===== config.mk =====
export PLATFORM = sky130hd
export DESIGN_NAME = fir_filter_flat
export DESIGN_NICKNAME = d
export VERILOG_FILES = /design/src/rtl/fir_filter_if.sv /design/src/rtl/fir_filter.sv /design/src/flat_wrapper.sv
export SDC_FILE = /design/constraint.sdc
export NUM_CORES = 2
export LEC_CHECK = 0
export CORE_ASPECT_RATIO = 0.6
export CORE_MARGIN = 2
export CORE_UTILIZATION = 70
export CTS_CLUSTER_SIZE = 14
export DETAILED_ROUTE_END_ITERATION = 10
export PLACE_DENSITY = 0.92
export SETUP_SLACK_MARGIN = 0.3
export SYNTH_ARGS = -nofsm -noshare
export SYNTH_HDL_FRONTEND = slang
export SYNTH_SLANG_ARGS = --single-unit

===== constraint.sdc =====
create_clock -name clk -period 27.4 [get_ports clk]
set_clock_uncertainty 0.1 [all_clocks]
set_input_delay 6.85 -clock clk [delete_from_list [all_inputs] [get_ports clk]]
set_output_delay 6.85 -clock clk [all_outputs]
set_load 0.05 [all_outputs]

===== src/rtl/fir_filter_if.sv =====
// AXI4-Stream bundle for the 15-tap FIR filter.
// Carries both the sample input stream (s_axis_fir_*) and the result output
// stream (m_axis_fir_*).
//   slave  modport : the filter's view (consumes s_axis_fir_*, produces m_axis_fir_*)
//   master modport : the environment's view (sample source + result consumer)
interface fir_filter_if;
    logic [15:0] s_axis_fir_tdata;
    logic [3:0]  s_axis_fir_tkeep;
    logic        s_axis_fir_tlast;
    logic        s_axis_fir_tvalid;
    logic        s_axis_fir_tready;
    logic        m_axis_fir_tready;
    logic        m_axis_fir_tvalid;
    logic        m_axis_fir_tlast;
    logic [3:0]  m_axis_fir_tkeep;
    logic [31:0] m_axis_fir_tdata;

    modport slave (
        input  s_axis_fir_tdata, s_axis_fir_tkeep, s_axis_fir_tlast, s_axis_fir_tvalid,
        output s_axis_fir_tready,
        input  m_axis_fir_tready,
        output m_axis_fir_tvalid, m_axis_fir_tlast, m_axis_fir_tkeep, m_axis_fir_tdata
    );

    modport master (
        output s_axis_fir_tdata, s_axis_fir_tkeep, s_axis_fir_tlast, s_axis_fir_tvalid,
        input  s_axis_fir_tready,
        output m_axis_fir_tready,
        input  m_axis_fir_tvalid, m_axis_fir_tlast, m_axis_fir_tkeep, m_axis_fir_tdata
    );
endinterface


===== src/rtl/fir_filter.sv =====
// 15-tap fixed-coefficient direct-form FIR low-pass filter.
// 16-bit signed samples in, 32-bit signed full-precision results out.
// Two pipeline stages: stage 1 is the sample delay line, stage 2 registers
// the sum of products. Consumer backpressure (m_axis_fir_tready=0) freezes
// every register, so the whole pipeline stalls as one.
// Ports:
//   clk   : system clock, rising edge
//   reset : asynchronous, active-low reset
//   axis  : fir_filter_if.slave (s_axis_fir_* in, m_axis_fir_* out)
module fir_filter (
    input  logic        clk,
    input  logic        reset,
    fir_filter_if.slave axis
);
    localparam int unsigned NTAPS = 15;
    // C0 in bits [15:0]; the set is symmetric so listing order is immaterial.
    localparam logic [NTAPS*16-1:0] COEFFS = {
        16'hFC9C, 16'h0000, 16'h06D3, 16'h0000, 16'hF396,
        16'h0000, 16'h27F5, 16'h4000, 16'h27F5, 16'h0000,
        16'hF396, 16'h0000, 16'h06D3, 16'h0000, 16'hFC9C
    };

    logic               en;
    logic               accept;
    logic signed [15:0] d_q [NTAPS];
    logic signed [15:0] d_d [NTAPS];
    logic               v1_q, v1_d;
    logic               l1_q, l1_d;
    logic signed [31:0] acc;
    logic [31:0]        tdata_q;
    logic               tvalid_q;
    logic               tlast_q;
    logic               unused_tkeep;

    assign en     = axis.m_axis_fir_tready;
    assign accept = axis.s_axis_fir_tvalid & axis.s_axis_fir_tready;

    assign axis.s_axis_fir_tready = axis.m_axis_fir_tready & reset;
    assign axis.m_axis_fir_tkeep  = 4'hF;
    assign axis.m_axis_fir_tdata  = tdata_q;
    assign axis.m_axis_fir_tvalid = tvalid_q;
    assign axis.m_axis_fir_tlast  = tlast_q;

    // Input keep is not interpreted; all 16 sample bits are always used.
    assign unused_tkeep = ^axis.s_axis_fir_tkeep;

    // Stage 1: delay line shifts only on an accepted sample.
    always_comb begin
        for (int unsigned k = 0; k < NTAPS; k++) begin
            d_d[k] = d_q[k];
        end
        v1_d = 1'b0;
        l1_d = 1'b0;
        if (accept) begin
            d_d[0] = signed'(axis.s_axis_fir_tdata);
            for (int unsigned k = 1; k < NTAPS; k++) begin
                d_d[k] = d_q[k-1];
            end
            v1_d = 1'b1;
            l1_d = axis.s_axis_fir_tlast;
        end
    end

    // Stage 2: sum of 16x16 products in 32-bit two's complement (wraps).
    always_comb begin
        acc = '0;
        for (int unsigned k = 0; k < NTAPS; k++) begin
            acc = acc + (32'(signed'(COEFFS[16*k +: 16])) * 32'(d_q[k]));
        end
    end

    always_ff @(posedge clk or negedge reset) begin
        if (!reset) begin
            for (int unsigned k = 0; k < NTAPS; k++) begin
                d_q[k] <= '0;
            end
            v1_q     <= 1'b0;
            l1_q     <= 1'b0;
            tdata_q  <= '0;
            tvalid_q <= 1'b0;
            tlast_q  <= 1'b0;
        end else if (en) begin
            for (int unsigned k = 0; k < NTAPS; k++) begin
                d_q[k] <= d_d[k];
            end
            v1_q     <= v1_d;
            l1_q     <= l1_d;
            tdata_q  <= acc;
            tvalid_q <= v1_q;
            tlast_q  <= l1_q;
        end
    end
endmodule


===== src/flat_wrapper.sv =====
// flat-port wrapper written by rule: the top's interface ports become plain ports
module fir_filter_flat 
  (clk, reset, axis_s_axis_fir_tdata, axis_s_axis_fir_tkeep, axis_s_axis_fir_tlast, axis_s_axis_fir_tvalid, axis_s_axis_fir_tready, axis_m_axis_fir_tready, axis_m_axis_fir_tvalid, axis_m_axis_fir_tlast, axis_m_axis_fir_tkeep, axis_m_axis_fir_tdata);
  fir_filter_if axis_i ();
  input  logic clk;
  input  logic reset;
  input wire logic [$bits(axis_i.s_axis_fir_tdata)-1:0] axis_s_axis_fir_tdata;
  input wire logic [$bits(axis_i.s_axis_fir_tkeep)-1:0] axis_s_axis_fir_tkeep;
  input wire logic [$bits(axis_i.s_axis_fir_tlast)-1:0] axis_s_axis_fir_tlast;
  input wire logic [$bits(axis_i.s_axis_fir_tvalid)-1:0] axis_s_axis_fir_tvalid;
  output wire logic [$bits(axis_i.s_axis_fir_tready)-1:0] axis_s_axis_fir_tready;
  input wire logic [$bits(axis_i.m_axis_fir_tready)-1:0] axis_m_axis_fir_tready;
  output wire logic [$bits(axis_i.m_axis_fir_tvalid)-1:0] axis_m_axis_fir_tvalid;
  output wire logic [$bits(axis_i.m_axis_fir_tlast)-1:0] axis_m_axis_fir_tlast;
  output wire logic [$bits(axis_i.m_axis_fir_tkeep)-1:0] axis_m_axis_fir_tkeep;
  output wire logic [$bits(axis_i.m_axis_fir_tdata)-1:0] axis_m_axis_fir_tdata;
  assign axis_i.s_axis_fir_tdata = axis_s_axis_fir_tdata;
  assign axis_i.s_axis_fir_tkeep = axis_s_axis_fir_tkeep;
  assign axis_i.s_axis_fir_tlast = axis_s_axis_fir_tlast;
  assign axis_i.s_axis_fir_tvalid = axis_s_axis_fir_tvalid;
  assign axis_s_axis_fir_tready = axis_i.s_axis_fir_tready;
  assign axis_i.m_axis_fir_tready = axis_m_axis_fir_tready;
  assign axis_m_axis_fir_tvalid = axis_i.m_axis_fir_tvalid;
  assign axis_m_axis_fir_tlast = axis_i.m_axis_fir_tlast;
  assign axis_m_axis_fir_tkeep = axis_i.m_axis_fir_tkeep;
  assign axis_m_axis_fir_tdata = axis_i.m_axis_fir_tdata;
  fir_filter u_core (.clk(clk), .reset(reset), .axis(axis_i));
endmodule

Word level (Yosys, flattened, before mapping)
Cells that the tools add are included.

operators by class
  add/sub/neg operators = 8
  multipliers = 8
  mux-type cells = 2
  bitwise logic cells = 2
  reductions and logical operators = 1

operators with widths
  operator                count
  $add 32x32->32          7
  $mul 12x16->28 const A  4
  $mul 15x16->31 const A  2
  $mul 9x16->25 const A   2
  $add 32x30->32          1
  $and 1x1->1             2
  $mux 1                  2
  $reduce_and 2->1        1

word-level totals
  flip-flop bits (word level) = 276
  bits of input ports = 25
  word-level logic and storage cells = 41

Longest topological paths before layout
  depth in word-level cells = 9
  depth in mapped cells = 40

Worst setup path after synthesis
Ideal clock, no wire load.

  path kind = input to output
  start point = input axis_m_axis_fir_tready
  end point = output axis_s_axis_fir_tready
  arrival = 7.564 ns
  required time = 20.450 ns
  path slack = 12.886 ns
  stages on the path = 2
  cell sequence = clkbuf_1 -> and2_1

between the ends
  cells in the longest elaborated chain, start to end = 1

RTL lines
  element      line                text
  from (decl)  flat_wrapper.sv:12  input wire logic [$bits(axis_i.m_axis_fir_tready)-1:0] axis_m_axis_fir_tready;
  $and 1x1->1  fir_filter.sv:38    assign axis.s_axis_fir_tready = axis.m_axis_fir_tready & reset;
  to (decl)    flat_wrapper.sv:11  output wire logic [$bits(axis_i.s_axis_fir_tready)-1:0] axis_s_axis_fir_tready;

No other way between the ends.

Final worst setup path
  start point = input reset
  end point = output axis_s_axis_fir_tready

between the ends
  cells in the longest elaborated chain, start to end = 1

RTL lines
  element      line               text
  from (decl)  flat_wrapper.sv:6  input logic reset;
  $and 1x1->1  fir_filter.sv:38

No other way between the ends.

==> qor.yml <==
cts_tree: "built"
cp.required_ns: 20.45
slew_viol_final: 0
grt_pass1_wl_mm: 206
root_buffer: "clkbuf_16"
worst_slack_ns: 12.07
cts_buffers: 31
path_delay_family: "buffers and inverters"
synthesis.area_um2: 48600
globalplace.congestion: 0.985
synth-main-ff-cell: "dfrtp_1"
die_h_um: 208
wl_mm: 129
fin_crit_sh: 0.560
ctsResizeCount: 0
drc_errors: 1
worstMarginPinSlew_ns: 1.22
async_flop_share: 1.00
fin_crit_ns: 15.33
crit_chain: "buf_8 -> and2_1 -> clkdlybuf4s50_1"
cp-end-kind: "primary output"
synth_area_leaders: "fa_1 34%, ha_1 21%, dfrtp_1 14%"
path_class: "in2out"
cts.htree.levels: 1
cts.clk_slew.worst_paths_ns: 0.07
crit_fanout: 51
violations: "design-rule violations"
finalNetCount: 6440
std_cell_rows: 74
grt_usage: 0.377
report.final.setup_viol: 0
ys_ff_latch: 276
die_area_um2: 71500
grt_setup_unrepaired: "no"
drive_above_1_share: 0.0638
multi_input_area_um2: 36500
timing.fmax_mhz: 65.2
pre_cts_ws_ns: 12.10
yosysWarnings: 0
synth_seq_area_share: 0.142
final_cell_count_no_fill: 5712
timing.max_cap.violations: 0
slowest_delay_ns: 0.83
dpl.cell_count: 5657
start_util: 0.711
avgSynthCellArea_um2: 10.3
seqCellArea_um2: 6910
cp_num_buf_inv: 2
n_fill_cell: 4234
yosysTopAreaCell: "fa_1"
setup_tns_ns: 0
cp_slowest_cell: "clkdlybuf4s50_1"
netlist_instances: 4715
clock_latency_ns: 0.67
grt_pass1_vias: 37000
diodes: 0
wire_per_inst_um: 22.6
firstDrtPassIters: 11
area_growth_pct: 5.74
cts_buffer_depth: 3
routed_via_density: 6.00
antenna_found_initial: 3
die_x_um: 344
fin_util: 0.751
synth_edf_count: 0
hold_path_class: "reg2reg"
ant_nets: 0
status: "finished, violations left"
slew-limit-headroom: 0.175
coreArea_um2: 68300
yosys.area.top_type_share: 0.340
dp_hpwl_mm: 108
drtIter0Drc: 3161
cts_setup_buffers: 0
gr-total-overflow: 0
io_pins: 64
hold_viol: 0
vias: 34300
hold_buffers: 0
grt_max_degree: 98
yosysUniqueCellTypes: 85
clock_sinks: 276
worstPathArrival_ns: 8.38
start_kind: "primary input"
portBuffers: 55
cells by family after synthesis:
logic type                 count (synthesis)  share of synthesized area
buffers and inverters                   1364                      0.106
xor gates and xnor gates                 211                     0.0381
DFF                                      276                      0.142
and+or+nand+nor                          455                     0.0439
AOI/OAI and AO/OA                        582                     0.0769
adders and majority gates               1637                      0.549
muxes                                    189                     0.0438
other                                      1                  0.0000772
metrics by stage:
step                area [um2]  hold WS, ns
detailed placement       50200        0.366
finish                   51300        0.383
global route             51300        0.405
global placement         50200        0.356
CTS                      51300        0.382
floorplan                48600        0.346
final timing paths:
kind | startpoint | endpoint | slack [ns] | depth (start not counted)
worst max register to register | u_core.d_q[106]$_DFFE_PN0P_ | u_core.axis.m_axis_fir_tdata[29]$_DFFE_PN0P_ | 16.63 | 33
worst min register to register | u_core.d_q[94]$_DFFE_PN0P_ | u_core.d_q[94]$_DFFE_PN0P_ | 0.38 | 2
max in group asynchronous | reset | u_core.d_q[127]$_DFFE_PN0P_ | 19.15 | 3
worst max-delay path | reset | axis_s_axis_fir_tready | 12.07 | 3
min in group asynchronous | reset | u_core.d_q[213]$_DFFE_PN0P_ | 6.00 | 1
worst min-delay path | u_core.d_q[94]$_DFFE_PN0P_ | u_core.d_q[94]$_DFFE_PN0P_ | 0.38 | 2
worst min-delay path, delay by kind of cell, from the launching register on:
family	cells	cell delay, ns
compound gates	1	0.06
simple gates	1	0.05
flops	1	0.34
metal layers:
metal,up-vias,wire length (um),global-route usage
met2,1801,54000,0.536
met1,17200,52500,0.539
met4,6,4350,0.104
met5,-,48,0
met3,333,17900,0.145
li1,14900,-,-
registers in the layout, summed over array words and instances, names as in the netlist:
register / flops
u_core.axis.m_axis_fir_tvalid: 1
u_core.v1_q: 1
u_core.d_q: 240
u_core.l1_q: 1
u_core.axis.m_axis_fir_tlast: 1
u_core.axis.m_axis_fir_tdata: 32
layout make-up:
cell class                      instances  share of cell area
Multi-Input combinational cell       3078               0.712
Sequential cell                       276               0.135
Inverter                             1319              0.0964
Tap cell                              912              0.0222
Clock inverter                         18             0.00590
Timing Repair Buffer                   72              0.0132
Clock buffer                           37              0.0161
placed cells by master (no fill, tap or decap), types with 8 or more instances in the layout:
cell type	Yosys	layout
o21a_1	30	30
clkbuf_16	0	31
o211ai_1	12	12
nand2_1	162	161
fa_1	824	824
nor2b_1	20	20
xnor2_1	126	126
buf_4	4	17
ha_1	813	813
o31ai_1	11	11
nand3_1	41	41
mux2_2	186	186
a31oi_1	14	14
or2_2	12	12
and3_1	16	16
a21o_1	65	65
dfrtp_1	276	276
o21bai_1	24	24
o21ai_0	167	167
or3_1	8	8
a21oi_1	153	153
xor2_1	85	85
o21ai_1	11	11
clkdlybuf4s50_1	0	53
nor3_1	27	27
a211oi_1	13	13
nand2b_1	24	24
nor2_1	110	110
inv_1	1318	1318
cell usage after synthesis, types with 4 or more instances:
cell / n
nor2_1: 110
nand2_1: 162
o31ai_1: 11
clkbuf_1: 36
o211ai_1: 12
mux2_2: 186
a31o_2: 5
nand4_1: 6
fa_1: 824
o21bai_1: 24
a21o_1: 65
a211oi_1: 13
a21oi_2: 4
nand3_1: 41
nand3b_1: 5
or2_2: 12
dfrtp_1: 276
nor2b_1: 20
o21ai_1: 11
and3_1: 16
xor2_1: 85
nand2b_1: 24
a21oi_1: 153
o21ai_0: 167
buf_1: 5
or3_1: 8
a211o_1: 7
a2111oi_0: 7
ha_1: 813
nor3_1: 27
inv_1: 1318
a41oi_1: 4
xnor2_1: 126
buf_4: 4
and2_1: 6
o21a_1: 30
a31oi_1: 14
Power is not shown: default switching activity piles up to over one toggle a cycle in this logic, so the estimate is an artifact.
